--- src/rtl/fft_alert_gen.sv ---
// rtl/fft_alert_gen.sv - modulo-10 sample sequencer with per-stage staggered alert pulses
// Counts accepted samples, pulses an alert every tenth, and fans it out to each FFT stage.
module fft_alert_gen #(
  parameter int NUM_STAGES = 4,
  parameter int STAGE_DLY  = 2
) (
  input  logic                  clk,
  input  logic                  rstn,
  input  logic                  start_i,
  input  logic                  stop_i,
  input  logic                  din_valid_i,
  output logic [NUM_STAGES-1:0] alert_mod10_o,
  output logic [3:0]            cnt_mod10_o,
  output logic                  busy_o,
  output logic                  done_o
);

  localparam int SR_LEN    = (NUM_STAGES - 1) * STAGE_DLY;
  localparam int FLUSH_CYC = SR_LEN + 4;
  localparam int FCW       = $clog2(FLUSH_CYC + 1);

  typedef enum logic [1:0] {
    S_IDLE,
    S_RUN,
    S_FLUSH
  } state_e;

  state_e         state_q, state_d;
  logic [3:0]     cnt_q, cnt_d;
  logic [FCW-1:0] fc_q, fc_d;
  logic           base_q, base_d;
  logic           busy_q, busy_d;
  logic           done_q, done_d;

  always_ff @(posedge clk or negedge rstn) begin
    if (!rstn) begin
      state_q <= S_IDLE;
      cnt_q   <= '0;
      fc_q    <= '0;
      base_q  <= 1'b0;
      busy_q  <= 1'b0;
      done_q  <= 1'b0;
    end else begin
      state_q <= state_d;
      cnt_q   <= cnt_d;
      fc_q    <= fc_d;
      base_q  <= base_d;
      busy_q  <= busy_d;
      done_q  <= done_d;
    end
  end

  always_comb begin
    state_d = state_q;
    cnt_d   = cnt_q;
    fc_d    = fc_q;
    base_d  = 1'b0;
    done_d  = 1'b0;
    case (state_q)
      S_IDLE: begin
        cnt_d = '0;
        fc_d  = '0;
        if (start_i) begin
          state_d = S_RUN;
        end
      end
      S_RUN: begin
        // A sample arriving with stop is still counted and may raise the last alert.
        if (din_valid_i) begin
          if (cnt_q == 4'd9) begin
            cnt_d  = '0;
            base_d = 1'b1;
          end else begin
            cnt_d = cnt_q + 4'd1;
          end
        end
        if (stop_i) begin
          state_d = S_FLUSH;
          fc_d    = FCW'(FLUSH_CYC);
        end
      end
      S_FLUSH: begin
        if (fc_q <= FCW'(1)) begin
          state_d = S_IDLE;
          cnt_d   = '0;
          fc_d    = '0;
          done_d  = 1'b1;
        end else begin
          fc_d = fc_q - FCW'(1);
        end
      end
      default: begin
        state_d = S_IDLE;
        cnt_d   = '0;
        fc_d    = '0;
      end
    endcase
    busy_d = (state_d != S_IDLE);
  end

  assign alert_mod10_o[0] = base_q;
  assign cnt_mod10_o      = cnt_q;
  assign busy_o           = busy_q;
  assign done_o           = done_q;

  generate
    if (SR_LEN > 0) begin : g_stagger
      logic [SR_LEN-1:0] sr_q;

      // Shifts every cycle regardless of state so in-flight alerts drain during flush.
      always_ff @(posedge clk or negedge rstn) begin
        if (!rstn) begin
          sr_q <= '0;
        end else begin
          sr_q[0] <= base_q;
          for (int i = 1; i < SR_LEN; i++) begin
            sr_q[i] <= sr_q[i-1];
          end
        end
      end

      for (genvar k = 1; k < NUM_STAGES; k++) begin : g_tap
        assign alert_mod10_o[k] = sr_q[k*STAGE_DLY-1];
      end
    end
  endgenerate

endmodule

--- config.mk ---
export PLATFORM = sky130hd
export DESIGN_NAME = fft_alert_gen
export DESIGN_NICKNAME = d
export VERILOG_FILES = /design/src/rtl/fft_alert_gen.sv
export SDC_FILE = /design/constraint.sdc
export NUM_CORES = 1
export LEC_CHECK = 0
export CORE_MARGIN = 3
export CORE_UTILIZATION = 45
export CTS_CLUSTER_SIZE = 10
export DETAILED_ROUTE_END_ITERATION = 12
export PLACE_DENSITY = 0.69
export REMOVE_ABC_BUFFERS = 1
export SYNTH_ARGS = -nofsm -noshare
export SYNTH_HDL_FRONTEND = slang
export SYNTH_SLANG_ARGS = --single-unit
--- constraint.sdc ---
create_clock -name clk -period 2.2 [get_ports clk]
set_input_delay 0.44 -clock clk [delete_from_list [all_inputs] [get_ports clk]]
set_output_delay 0.44 -clock clk [all_outputs]
set_load 0.005 [all_outputs]
# [Word-level counts from Yosys, hierarchy flattened]
# Index checks and enable logic that the tools add are counted.
[word_totals] elab_cells=35 reg_bits=19
[classes] n_addsub=2 mux=16 n_reduce_logical=3 order_cmp=1 n_eq_ne=6
[op_table] op="two-way mux 4 bit" count=5
[op_table] op="one-hot mux 4 bit (2 select lines)" count=2
[op_table] op="two-way mux 2 bit" count=3
[op_table] op="!= test 2 bit (second input constant)" count=3
[op_table] op="one-hot mux 2 bit (3 select lines)" count=1
[op_table] op="two-way mux 1 bit" count=5
[op_table] op="adder 4 x 1 -> 4 bit (second input constant)" count=1
[op_table] op="== test 4 bit (second input constant)" count=1
[op_table] op="<= comparator 4 x 1 -> 1 bit (second input constant)" count=1
[op_table] op="subtractor 4 x 1 -> 4 bit (second input constant)" count=1
[op_table] op="== test 2 x 1 -> 1 bit (second input constant)" count=1
[op_table] op="== test 2 bit (second input constant)" count=1
[op_table] op="zero test 2 bit" count=1
[op_table] op="AND reduction 2 bit" count=1
[op_table] op="nonzero test 2 bit" count=1

# [Depth between registers and ports, before layout]
# Gate-level depths: netlist of run 1.
[depth] ltp_word=4 mapped_depth=7 mapped_depth_nobuf=6

# [Worst setup path after synthesis of run 1]
# No wires, ideal clock.
[synth_timing] path_type="register -> register" start="register fc_q[0]" end="register cnt_q[0] (netlist: cnt_mod10_o[0])" setup_time_ns=0.125 required_time_ns=2.075 stages_incl_launch_ff=7 t_arrival_ns=1.374 path_buffers=0 setup_slack_ns=0.701 period_less_slack_ns=1.499 path_cell_list="dfrtp_1 inv_1 ha_1 nor2_1 o31ai_4 o21ai_2 mux2_4"
[synth_via] elab_chain_cells=3
[synth_lines] item="from (decl)" line_no="30" rtl="logic [FCW-1:0] fc_q, fc_d;"
[synth_lines] item="from (signal assigned)" line_no="39" rtl="fc_q <= '0;"
[synth_lines] item="from (signal assigned)" line_no="46" rtl="fc_q <= fc_d;"
[synth_lines] item="<= comparator 4 x 1 -> 1 bit" line_no="83" rtl="if (fc_q <= FCW'(1)) begin"
[synth_lines] item="!= test 2 bit (no source line)"
[synth_lines] item="AND reduction 2 bit (no source line)"
[synth_lines] item="to (signal assigned)" line_no="45" rtl="cnt_q <= cnt_d;"
[synth_lines] item="to (decl)" line_no="29" rtl="logic [3:0] cnt_q, cnt_d;"
# Every way passes these cells.
# A chain may end at the register's enable or synchronous reset.

# [Worst setup path in the final report of run 1]
[layout_timing] start="register cnt_q[0] (netlist: cnt_mod10_o[0])" end="output cnt_mod10_o[0]"
[layout_lines] item="to (decl)" line_no="13" rtl="output logic [3:0] cnt_mod10_o,"
# No word-level cell between the ends.

==> summary.md, run 1 <==
| Metric | Value |
|---|---|
| Fraction of layout cells with a size suffix above 1 | 12.7% |
| DIE HEIGHT | 52.2 µm |
| Hold path cells | 0 |
| Synth unique cells | 30 |
| Worst endpoint data arrival time | 1310 ps |
| Core footprint | 1980 µm² |
| Initial antenna violation count | 0 |
| Synthesized flop and latch total | 19 |
| Crit Path Class | flop to output port |
| Vias | 683 |
| Max-Cap Viols | 0 |
| Status | finished, final reports clean |
| Vias per cell | 5.29 |
| Hold Crit Start | g_stagger.sr_q[4] |
| Top cell type's share of synthesized area | 49.5% |
| Unrepaired setup endpoints after global routing | no |
| Post-DP HPWL | 1210 µm |
| Maximum VDD drop | 0.579 mV |
| Global routing usage on met3 | 2.85% |
| HP Class | flop to flop |
| Setup-failing EPs final | 0 |
| CP required | 1760 ps |
| Largest net degree at the start of global routing | 20 |
| Synth Cell Area | 961 µm² |
| Worst Reg-to-Reg Cells | 5 |
| Initial drt markers | 10 |
| YS warnings | 0 |
| Final worst path period need | 1750 ps |
| # DRC | 0 |
| Clock Skews | 7.63 ps |
| N_diodes | 0 |
| Routed WL per cell | 12.5 µm |
| I/O pin count | 15 |
| Slew Limit Fails | 0 |
| Die area | 2730 µm² |
| Lkg Pwr | 0.521 nW |
| Syn avg cell area | 10.9 µm² |
| Grt met1 use | 18.1% |
| Post-DRT Antenna Nets | 0 |
| Row count | 16 |
| Cells along the critical path | clkdlybuf4s50_1 |
| Worst Path Max Fanout | 6 |
| Met2 Track Usage GR | 21.5% |
| Worst stage delay on the critical path | 540 ps |
| Placed Area | 1110 µm² |
| Hold Slack | 359 ps |
| Slew headroom | 78.2% |
| Vias in the first global route | 661 |
| Post-Layout Inst Area | 1130 µm² |
| Achievable Freq | 0.570 GHz |
| CP Capture Type | output port |
| R2r setup slk | 500 ps |
| Net count, final | 116 |
| CTS resizes | 0 |
| Global route overflow | 0 |
| CP max stage cell | clkdlybuf4s50_1 |
| Post-synth EDFFs | 0 |
| GRT busiest layer | met2 |
| Area Growth Syn to Fin | 18.1% |
| Cts bufs inserted | 3 |
| Yosys top cell by area | dfrtp_1 |
| Drt first pass iters | 4 |
| Synth area leaders | dfrtp_1 (49%), ha_1 (10%), o21ai_0 (4.2%) |
| Die W | 52.2 µm |
| Htree depth | 1 |
| Starting density of the core | 48.5% |
| WL final | 1620 µm |
| Critical R2R Launch | state_q[1] |
| Total GRT Usage | 14.3% |
| Hold EP | g_stagger.sr_q[5] |
| Reg-to-reg endpoint | cnt_mod10_o[1] |
| I/O Buffers | 14 |
| Crit path max-delay family | buffers and inverters |
| Post-synth ARST share | 100% |
| Least-Margin Pin Slew | 327 ps |
| CTS root buf | clkbuf_4 |
| Sequential element share of the synthesized area | 49.5% |
| CTS Hold Bufs | 0 |
| Worst-Skew Late Latency | 300 ps |
| Post-CTS setup buffers | 0 |
| Clock Path Buffers | 2 |
| Critical path launch point type | flop |
| CTS tree | done |
| Fin Setup TNS | 0 ps |
| Clock slew at reported path FFs | 110 ps |
| Clock sinks | 19 |
| Pwr Density | 947 nW/µm² |
| Crit share post-route | 79.7% |
| Cells after synthesis | 88 |
| Top FF cell, synth | dfrtp_1 |
| RD Place Congestion | 0.792 |
| Final Hold Vio Count | 0 |
| Worst path buffer plus inverter count | 1 |
| First-pass GRT wire length | 2860 µm |
cell families (layout without fill, tap and decap cells):
logic type / after synthesis / in the layout / share of synthesized area [%]
fa+ha+maj: 8 / 8 / 10.4
mux: 3 / 3 / 4.17
flops: 19 / 19 / 49.5
simple gates: 23 / 23 / 11.9
compound gates: 22 / 22 / 17.3
buf+inv: 13 / 27 / 6.77
layout make-up:
| cell class | instances | area, µm² |
|---|---|---|
| clock buffers | 3 | 22.5 |
| inverters | 8 | 30.0 |
| flip-flops and latches | 19 | 475 |
| repair buffers | 15 | 148 |
| multi-input cells | 56 | 420 |
| clock inverters | 1 | 5.00 |
| fillers | 160 | 847 |
| well taps | 27 | 33.8 |
state kept, by name, summed over array words and instances, names as in the netlist:
register and count:
done_o 1, busy_o 1, cnt_mod10_o 4, state_q 2, base_q 1, fc_q 4
g_stagger.sr_q 6
power breakdown:
group          internal, mW  total [mW]  switching, mW
Sequential            0.407       0.466         0.0586
Combinational         0.216       0.429          0.213
Clock                0.0678       0.180          0.112
Total                 0.691        1.07          0.383
how the worst max path moves through the flow:
stage	start	cells after the start	slack (ps)	to
after global routing	state_q[1]	5	360	cnt_mod10_o[1]
after floorplan	state_q[1]	5	680	cnt_mod10_o[0]
final	cnt_mod10_o[0]	1	450	cnt_mod10_o[0]
after CTS	cnt_mod10_o[0]	1	430	cnt_mod10_o[0]
after global placement	stop_i	5	570	fc_q[2]
after detailed placement	state_q[1]	5	500	cnt_mod10_o[0]
layout by cell type (no fill, tap or decap), types with 3 or more instances in the layout:
cell and count:
a21oi_1 4, o21ai_0 8, nand2_1 5, nor2_1 6, clkbuf_4 3, nor3_1 3
ha_1 8, inv_1 8, clkdlybuf4s50_1 14, dfrtp_1 19
synth_stat cells, types with 2 or more instances:
cell	number
mux2_4	2
dfrtp_1	19
buf_4	4
o21ai_0	8
nor2b_1	2
inv_1	8
nand2_1	5
nor2_1	6
a21oi_1	4
ha_1	8
nor3_1	3
layer usage:
| layer | up-vias | part of all wire [%] |
|---|---|---|
| met2 | 14 | 47 |
| met3 | 6 | 4.0 |
| met4 | 0 | 2.7 |
| met1 | 331 | 46 |
| met5 | - | 0 |
| li1 | 332 | - |
metrics by stage:
stage	power [mW]	worst slack, ps	std cells	util, %
CTS	1.08	426	129	57.3
finish	1.07	447	129	57.3
global route	1.16	361	129	57.3
global placement	0.890	574	125	55.9
detailed placement	0.905	500	125	55.9
floorplan	0.757	681	83	-
Power figures use the tool's default switching activity.
==> run 2: changes to the inputs <==
- PLACE_DENSITY: 0.69 -> 0.71
- clock period: 2.2 -> 1.54 ns (I/O delays scaled with it)
==> summary.md, run 2 (same netlist as run 1, synthesis figures left out) <==
| Metric | Value |
|---|---|
| Die W | 52.2 µm |
| Critical R2R Launch | fc_q[1] |
| Pwr Density | 1410 nW/µm² |
| Final Hold Vio Count | 0 |
| Fin Setup TNS | 0 ps |
| Clock sinks | 19 |
| Routed WL per cell | 15.2 µm |
| Maximum VDD drop | 0.735 mV |
| Max reg flops | 6 |
| PnR worst setup slack | 7.38 ps |
| Row count | 16 |
| Cell count after placement | 136 |
| Die area | 2730 µm² |
| Cells along the critical path | inv_2 > ha_4 > nor2_4 > o31ai_4 > o21ai_4 > mux2_4 |
| Clk network pwr share | 13.8% |
| Area Growth Syn to Fin | 40.2% |
| Top Metal Used | met4 |
| Net Switching | 0.687 mW |
| Post-DRT Antenna Nets | 0 |
| Unrepaired setup endpoints after global routing | yes |
| Status | finished, final reports clean |
| Fillers | 145 |
| Worst Path Max Fanout | 3 |
| M1 WL | 951 µm |
| Biggest register | g_stagger.sr_q |
| Comb pwr share | 51.6% |
| CP max stage cell | dfrtp_1 |
| WL final | 2240 µm |
| CP Capture Type | flop |
| Crit Path Class | flop to flop |
| First-pass GRT wire length | 3600 µm |
| Worst stage delay on the critical path | 400 ps |
| Worst endpoint data arrival time | 1740 ps |
| Reg-to-reg endpoint | cnt_mod10_o[0] |
| Starting density of the core | 48.5% |
| Total GRT Usage | 18.6% |
| Crit share post-route | 99.5% |
| N_diodes | 0 |
| Global route overflow | 0 |
| Htree depth | 1 |
| Sequential power share | 34.5% |
| CTS tree | done |
| Setup-failing EPs final | 0 |
| Most common cell after layout, fill and taps aside | buf_4 |
| Int Power | 1.21 mW |
| HP Class | primary input to asynchronous set/reset pin |
| Finished Layout Cells | 148 |
| Length of routed met2 wiring | 1120 µm |
| Initial antenna violation count | 0 |
| Worst path buffer plus inverter count | 1 |
| Least-Margin Pin Slew | 309 ps |
| Slew headroom | 79.4% |
| Initial drt markers | 3 |
| Net Sw Frac | 36.2% |
| Clock Skews | 4.08 ps |
| I/O pin count | 15 |
| Cts bufs inserted | 3 |
| Largest net degree at the start of global routing | 20 |
| RD Place Congestion | 0.821 |
| Worst-Skew Late Latency | 310 ps |
| Clock Path Buffers | 2 |
| CTS root buf | clkbuf_4 |
| Core footprint | 1980 µm² |
| Pre-CTS setup slack | -106 ps |
| Hold Slack | 321 ps |
| Fraction of layout cells with a size suffix above 1 | 37.2% |
| Worst Reg-to-Reg Cells | 6 |
| Net count, final | 135 |
| Clock slew at reported path FFs | 110 ps |
| Wire length on met3 | 109 µm |
| Max-Cap Viols | 0 |
| Vias per cell | 5.31 |
| Drt first pass iters | 4 |
| Slew Limit Fails | 0 |
| Post-DP HPWL | 1390 µm |
| Crit path max-delay family | flip-flops |
| I/O Buffers | 14 |
| # DRC | 0 |
| DIE HEIGHT | 52.2 µm |
| Lkg Pwr | 0.627 nW |
| Total power | 1.90 mW |
| CTS Hold Bufs | 0 |
| Critical path launch point type | flop |
| Achievable Freq | 0.652 GHz |
| Most frequent cells in the layout | buf_4 (20), dfrtp_1 (17), clkdlybuf4s50_1 (12), inv_1 (6) |
| Vias | 786 |
| Vias in the first global route | 823 |
| Final worst path period need | 1530 ps |
| CP required | 1750 ps |
| R2r setup slk | 7 ps |
run 2: worst max path at each step:
stage | depth (start not counted) | slack [ps] | end | start
final | 6 | 7 | cnt_mod10_o[0] | fc_q[1]
after global placement | 7 | -90 | cnt_mod10_o[2] | fc_q[0]
after floorplan | 5 | 20 | cnt_mod10_o[0] | state_q[1]
after detailed placement | 7 | -110 | cnt_mod10_o[2] | fc_q[0]
after CTS | 6 | -20 | cnt_mod10_o[1] | fc_q[1]
after global routing | 6 | -30 | busy_o | fc_q[0]
run 2: power groups by stage:
stage,logic [mW],registers (mW),clock network [mW]
after detailed placement,0.796,0.658,0
after global placement,0.778,0.653,0
after CTS,0.881,0.645,0.269
after global routing,1.07,0.668,0.279
final,0.980,0.655,0.262
after floorplan,0.415,0.666,0
run 2: metrics by stage:
step / instance area, µm² / util (%)
floorplan: 926 / -
global placement: 1190 / 60.0
detailed placement: 1190 / 60.0
CTS: 1310 / 66.0
global route: 1350 / 68.0
finish: 1350 / 68.0
run 2: per-layer routing:
metal / track usage [%] / vias up
met3: 3.42 / 7
met1: 22.5 / 384
li1: - / 365
met2: 29.7 / 30
met4: 12.8 / 0
met5: 0 / -
run 2: what timing repair did:
| action | 4_1_cts | 5_1_grt |
|---|---|---|
| endpoints found under the setup margin | 13 | 9 |
| pin swaps | 4 | 3 |
| setup buffers | 8 | 1 |
| gates resized for setup | 11 | 12 |
run 2: final cells by class:
type,count,area (µm²),share of cell area (%)
multi-input combinational,56,490,36.4
timing repair buffer,34,288,21.4
clock buffer,3,22.5,1.67
sequential,19,478,35.5
clock inverter,1,5.00,0.371
inverter,8,30.0,2.23
tap,27,33.8,2.51
==> run 3: changes to the inputs <==
- SLEW_MARGIN: default -> 20
==> results of run 3 <==
Final layout, timing and power as in run 2 (identical DEF).
